--- config.mk ---
export PLATFORM = sky130hd
export DESIGN_NAME = maple_bus_sequencer
export DESIGN_NICKNAME = d
export VERILOG_FILES = /design/src/rtl/maple_bus_sequencer.sv
export SDC_FILE = /design/constraint.sdc
export NUM_CORES = 1
export LEC_CHECK = 0
export ABC_AREA = 1
export CAP_MARGIN = 20
export CORE_MARGIN = 2
export CORE_UTILIZATION = 50
export DETAILED_ROUTE_END_ITERATION = 10
export PLACE_DENSITY = 0.72
export REMOVE_ABC_BUFFERS = 1
export SLEW_MARGIN = 15
export SYNTH_ARGS = -nofsm -noshare
export SYNTH_HDL_FRONTEND = slang
export SYNTH_SLANG_ARGS = --single-unit
--- constraint.sdc ---
create_clock -name aclk -period 1.7 [get_ports aclk]
set_input_delay 0.255 -clock aclk [delete_from_list [all_inputs] [get_ports aclk]]
set_output_delay 0.255 -clock aclk [all_outputs]
set_load 0.03 [all_outputs]
--- src/rtl/maple_bus_sequencer.sv ---
// Half-duplex SDCKA/SDCKB scheduler: launches the frame transmitter, releases the pads
// after a turnaround gap and opens the reply window. Optional retry: MAPLE_SEQ_RETRY_EN.
module maple_bus_sequencer #(
  parameter int unsigned TURNAROUND_CYCLES    = 32,
  parameter int unsigned REPLY_TIMEOUT_CYCLES = 100000,
  parameter int unsigned CNT_WIDTH            = 17
) (
  input  logic aclk,
  input  logic aresetn,
  input  logic cmd_valid,
  input  logic cmd_expect_reply,
  output logic cmd_ready,
  output logic tx_start,
  input  logic tx_busy,
  output logic pad_oe,
  output logic rx_enable,
  input  logic rx_receiving,
  input  logic rx_done,
  output logic busy,
  output logic done_pulse,
  output logic timeout_pulse
);

  typedef enum logic [6:0] {
    S_IDLE       = 7'b0000001,
    S_WAIT_BUS   = 7'b0000010,
    S_TX_LAUNCH  = 7'b0000100,
    S_TX_ACTIVE  = 7'b0001000,
    S_TURNAROUND = 7'b0010000,
    S_WAIT_REPLY = 7'b0100000,
    S_RX_ACTIVE  = 7'b1000000
  } state_t;

  localparam logic [CNT_WIDTH-1:0] TA_LAST  = CNT_WIDTH'(TURNAROUND_CYCLES - 1);
  localparam logic [CNT_WIDTH-1:0] TO_LAST  = CNT_WIDTH'(REPLY_TIMEOUT_CYCLES - 1);
  localparam logic [CNT_WIDTH-1:0] CNT_MAX  = '1;

  state_t                 state_q, state_d;
  logic                   expect_q, expect_d;
  logic                   tx_seen_q, tx_seen_d;
  logic [CNT_WIDTH-1:0]   cnt_q, cnt_d, cnt_inc;
  logic                   tx_start_q, tx_start_d;
  logic                   pad_oe_q, pad_oe_d;
  logic                   rx_enable_q, rx_enable_d;
  logic                   busy_q, busy_d;
  logic                   done_q, done_d;
  logic                   timeout_q, timeout_d;
`ifdef MAPLE_SEQ_RETRY_EN
  logic [1:0]             retry_q, retry_d;
`endif

  assign cnt_inc = (cnt_q == CNT_MAX) ? cnt_q : cnt_q + 1'b1;

  always_comb begin
    state_d   = state_q;
    expect_d  = expect_q;
    tx_seen_d = tx_seen_q;
    cnt_d     = cnt_q;
    done_d    = 1'b0;
    timeout_d = 1'b0;
`ifdef MAPLE_SEQ_RETRY_EN
    retry_d   = retry_q;
`endif
    case (state_q)
      S_IDLE: begin
        cnt_d = '0;
`ifdef MAPLE_SEQ_RETRY_EN
        retry_d = 2'd0;
`endif
        if (cmd_valid && !rx_receiving) begin
          expect_d = cmd_expect_reply;
          state_d  = S_WAIT_BUS;
        end
      end
      S_WAIT_BUS: begin
        if (!rx_receiving) state_d = S_TX_LAUNCH;
      end
      S_TX_LAUNCH: begin
        // tx_busy may already answer in the launch cycle, so start tracking here.
        tx_seen_d = tx_busy;
        state_d   = S_TX_ACTIVE;
      end
      S_TX_ACTIVE: begin
        tx_seen_d = tx_seen_q | tx_busy;
        if (tx_seen_q && !tx_busy) begin
          if (expect_q) begin
            state_d = S_TURNAROUND;
            cnt_d   = '0;
          end else begin
            state_d = S_IDLE;
            done_d  = 1'b1;
          end
        end
      end
      S_TURNAROUND: begin
        if (cnt_q == TA_LAST) begin
          state_d = S_WAIT_REPLY;
          cnt_d   = '0;
        end else begin
          cnt_d = cnt_inc;
        end
      end
      S_WAIT_REPLY: begin
        if (rx_receiving) begin
          state_d = S_RX_ACTIVE;
        end else if (cnt_q == TO_LAST) begin
`ifdef MAPLE_SEQ_RETRY_EN
          if (retry_q != 2'd2) begin
            retry_d = retry_q + 2'd1;
            state_d = S_WAIT_BUS;
          end else begin
            timeout_d = 1'b1;
            state_d   = S_IDLE;
          end
`else
          timeout_d = 1'b1;
          state_d   = S_IDLE;
`endif
        end else begin
          cnt_d = cnt_inc;
        end
      end
      S_RX_ACTIVE: begin
        if (rx_done) begin
          done_d  = 1'b1;
          state_d = S_IDLE;
        end else if (!rx_receiving) begin
          state_d = S_IDLE;
        end
      end
      default: state_d = S_IDLE;
    endcase

    // Outputs are registered from the next state so they line up with state_q.
    tx_start_d  = (state_d == S_TX_LAUNCH);
    pad_oe_d    = (state_d inside {S_TX_LAUNCH, S_TX_ACTIVE});
    rx_enable_d = (state_d inside {S_WAIT_REPLY, S_RX_ACTIVE});
    busy_d      = (state_d != S_IDLE);
  end

  always_ff @(posedge aclk) begin
    if (!aresetn) begin
      state_q     <= S_IDLE;
      expect_q    <= 1'b0;
      tx_seen_q   <= 1'b0;
      cnt_q       <= '0;
      tx_start_q  <= 1'b0;
      pad_oe_q    <= 1'b0;
      rx_enable_q <= 1'b0;
      busy_q      <= 1'b0;
      done_q      <= 1'b0;
      timeout_q   <= 1'b0;
`ifdef MAPLE_SEQ_RETRY_EN
      retry_q     <= 2'd0;
`endif
    end else begin
      state_q     <= state_d;
      expect_q    <= expect_d;
      tx_seen_q   <= tx_seen_d;
      cnt_q       <= cnt_d;
      tx_start_q  <= tx_start_d;
      pad_oe_q    <= pad_oe_d;
      rx_enable_q <= rx_enable_d;
      busy_q      <= busy_d;
      done_q      <= done_d;
      timeout_q   <= timeout_d;
`ifdef MAPLE_SEQ_RETRY_EN
      retry_q     <= retry_d;
`endif
    end
  end

  // Handshake: a command is taken on a cycle where cmd_valid && cmd_ready; cmd_ready is
  // combinational so a command waiting on a foreign frame is taken the cycle it ends.
  assign cmd_ready     = aresetn && (state_q == S_IDLE) && !rx_receiving;
  assign tx_start      = tx_start_q;
  assign pad_oe        = pad_oe_q;
  assign rx_enable     = rx_enable_q;
  assign busy          = busy_q;
  assign done_pulse    = done_q;
  assign timeout_pulse = timeout_q;

  a_no_bus_fight: assert property (@(posedge aclk) !(pad_oe_q && rx_enable_q));

endmodule

==> flow_summary.toml, run 1 <==
[cells_and_area]
diodes = 0
multi_input_area_mm2 = 0.00145
syn_to_final_growth_pct = 35.8
regArea_um2 = 654
drive_above_1_share_pct = 28.5
nNetsFinal = 435
fill_cells = 347

[grt]
grt_pass1_vias = 2186
antenna_found_initial = 0
grt_pass1_wl_um = 10200
grt_overflow = 0
grt_usage_pct = 26.2
grt_max_degree = 15

[critical_path]
slowest_stage = "dfxtp_2"
slowest_delay_ns = 0.37
worstSetupPathType = "flop to flop"
worst-path-buf-inv = 1
cp.required_ns = 1.90
setup.worst_path.start = "cnt_q[1]$_SDFFE_PN0P_"
path_cells = "ha_4, nand3_4, inv_4, nand2_2, nor2_1, nand4_1, and2_4, a21oi_2, nor2_1"
reg2reg_slack_ns = 0.005
critical_path.max_fanout = 6
endpoint_kind = "flop"
worst_ep_arrival_time_ns = 1.89
rr_startpoint = "cnt_q[1]$_SDFFE_PN0P_"
worstSetupStartpointType = "flop"
r2r_end = "cnt_q[13]$_SDFFE_PN0P_"
cpLargestDelayFamily = "simple AND/OR/NAND/NOR gates"
reg2regPathDepth = 9
crit_top_cell = "nor2_1"

[cts]
htree_levels = 2
clk_pin_slew_ns = 0.08
cts_sinks = 32
cts.root.buffer_cell = "clkbuf_8"
numCtsBuffers = 5
insertion_delay_ns = 0.30
cts_tree = "done"
hold_buffers = 0
cts_buffer_depth = 2

[power]
p_comb_share_pct = 15.9
seqPwrFrac_pct = 46.5
power_leakage_nw = 1.23
p_switching_w = 0.000502
peakVddDrop_mv = 0.555
p_per_area_mw_per_mm2 = 566
power.share.clock_pct = 37.6
switching_share_pct = 30.1
p_int_w = 0.00117

[logic_synthesis]
synthCells = 366
yosysWarnings = 0
ys_seq_elements = 32
ys_seq_area_share_pct = 29.5
syn_avg_cell_area_um2 = 5.94
yosysTopAreaCell = "dfxtp_1"
synth_area_leaders = "dfxtp_1, nand2_1, nor2_1"
synth_cell_type_count = 29
synth_top_area_share_pct = 29.5
netlist_area_mm2 = 0.00217

[run]
max-cap-violations = 0

[worst_hold_path]
worst_hold_path.endpoint = "tx_seen_q$_SDFFE_PN0P_"
min_path_cells = 2
hold_start = "tx_seen_q$_SDFFE_PN0P_"
min_path_type = "flop to flop"

[routing]
wl_met2_um = 2930
routed_via_density = 5.32
drt_wl_total_um = 6490
drc = 0
ant_nets = 0
wl_met3_um = 429
dr.max_layer_used = "met4"
drt-wirelength-per-cell_um = 13.6
wl_met1_um = 3030
first_pass_iters = 4
num_vias = 2542
first_iter_violations = 183

[timing]
final_max_slew_viol_count = 0
clock_skew_ns = 0.00616
setup_viol = 0
fmax_mhz = 590
tns_ns = 0
hold_viol = 0
maxSlewHeadroom_pct = 77.2
fin_ws_ns = 0.00473
rsz0062_at_grt = "yes"
hold_slack_ns = 0.486
worstMarginPinSlew_ns = 0.339
post-route-period-util_pct = 99.7
fin_crit_ns = 1.70

[status]
status = "finished, final reports clean"

[die]
ios = 14
initial_utilization_pct = 53.2
rows = 23
dieArea_mm2 = 0.00489
die_w_um = 69.9
die_h_um = 69.9
core_mm2 = 0.00409

[place]
place_hpwl_um = 4700
port_buffers = 13
pre_cts_slack_ns = -0.131
place_congestion = 0.925
-- cells by family (layout without fill, tap and decap cells) --
| family | count (synthesis) | in the layout | share of synthesized area (%) |
|---|---|---|---|
| AO/OA/AOI/OAI | 42 | 42 | 11.3 |
| XOR/XNOR | 4 | 4 | 1.61 |
| adder cells (fa/ha/maj) | 1 | 1 | 0.576 |
| buffers and inverters | 50 | 112 | 9.84 |
| flip-flops | 32 | 32 | 29.5 |
| AND/OR/NAND/NOR | 237 | 237 | 47.2 |
-- repair_timing --
action,in CTS,in global routing
endpoints found under the setup margin,1,21
cloned,0,0
buffers inserted,0,5
gates resized for setup,1,53
pin swaps,0,11
-- routing by layer --
metal  vias up  track usage, %
met5         -               0
met4         0            8.12
met3        10            4.33
met2        95            38.1
met1      1155            39.4
li1       1282               -
-- state kept, by name (all words and copies together) (netlist names) --
register	cells
expect_q	1
rx_enable	1
tx_seen_q	1
state_q	7
timeout_pulse	1
busy	1
pad_oe	1
done_pulse	1
tx_start	1
cnt_q	17
-- tightest hold or removal path, cell delays in order (launching register included) --
cell,delay [ns]
dfxtp_1,0.31
nand2_1,0.07
a21oi_1,0.06
-- synth_stat cells, drive strengths merged --
cell type and n:
nor2 66, dfxtp 32, ha 1, a22oi 9, and2 1, o21ai 10
buf 6, nand3 32, a21oi 22, clkbuf 3, inv 40, nor3 8
or2 1, clkinv 1, nand4 8, xnor2 2, xor2 2, o21a 1
nand2 121
-- power groups by stage --
stage               Clock (W)  Sequential [W]  Combinational [W]
finish               0.000628        0.000776           0.000266
floorplan                   0        0.000798           0.000107
CTS                  0.000631        0.000771           0.000243
global route         0.000666        0.000777           0.000287
detailed placement          0        0.000788           0.000242
global placement            0        0.000789           0.000239
-- layout make-up --
cell class	count	area share, %
clock buffer	5	2.33
clock inverter	3	0.806
inverter	41	5.30
multi-input combinational	284	49.2
sequential	32	22.2
tap	50	2.12
timing repair buffer	63	18.0
-- metrics by stage --
stage	total power [W]	instances	cell area [um^2]	utilization [%]
2_1_floorplan	0.000904	357	2110	-
3_3_place_gp	0.00103	465	2670	65.2
3_5_place_dp	0.00103	465	2670	65.2
4_1_cts	0.00165	473	2760	67.6
5_1_grt	0.00173	478	2950	72.2
6_report	0.00167	478	2950	72.2
-- placed cells by master, fill, tap and decap left out, types with 5 or more instances in the layout --
cell	count
a21oi_1	17
a21oi_2	5
a22oi_1	9
buf_4	48
clkbuf_8	5
clkdlybuf4s50_1	12
dfxtp_1	21
dfxtp_2	11
inv_1	31
inv_2	8
nand2_1	114
nand2_2	6
nand3_1	25
nand3_2	5
nand4_1	8
nor2_1	48
nor2_2	10
nor2_4	8
nor3_1	6
o21ai_0	7
-- how the worst max path moves through the flow --
stage	to	slack, ns	cells after the start
floorplan	cmd_ready	-0.04	2
global placement	cnt_q[14]$_SDFFE_PN0P_	-0.10	11
detailed placement	cnt_q[14]$_SDFFE_PN0P_	-0.13	11
CTS	cnt_q[13]$_SDFFE_PN0P_	0.003	9
global route	cnt_q[13]$_SDFFE_PN0P_	-0.06	10
finish	cnt_q[13]$_SDFFE_PN0P_	0.005	9
Note: power is estimated with default switching activity, not from simulation.
==> run 2, diff against run 1 <==
Settings changed: CTS_CLUSTER_DIAMETER from default to 100.
==> results of run 2 <==
The final DEF is identical to that of run 1; final timing and power are the same.
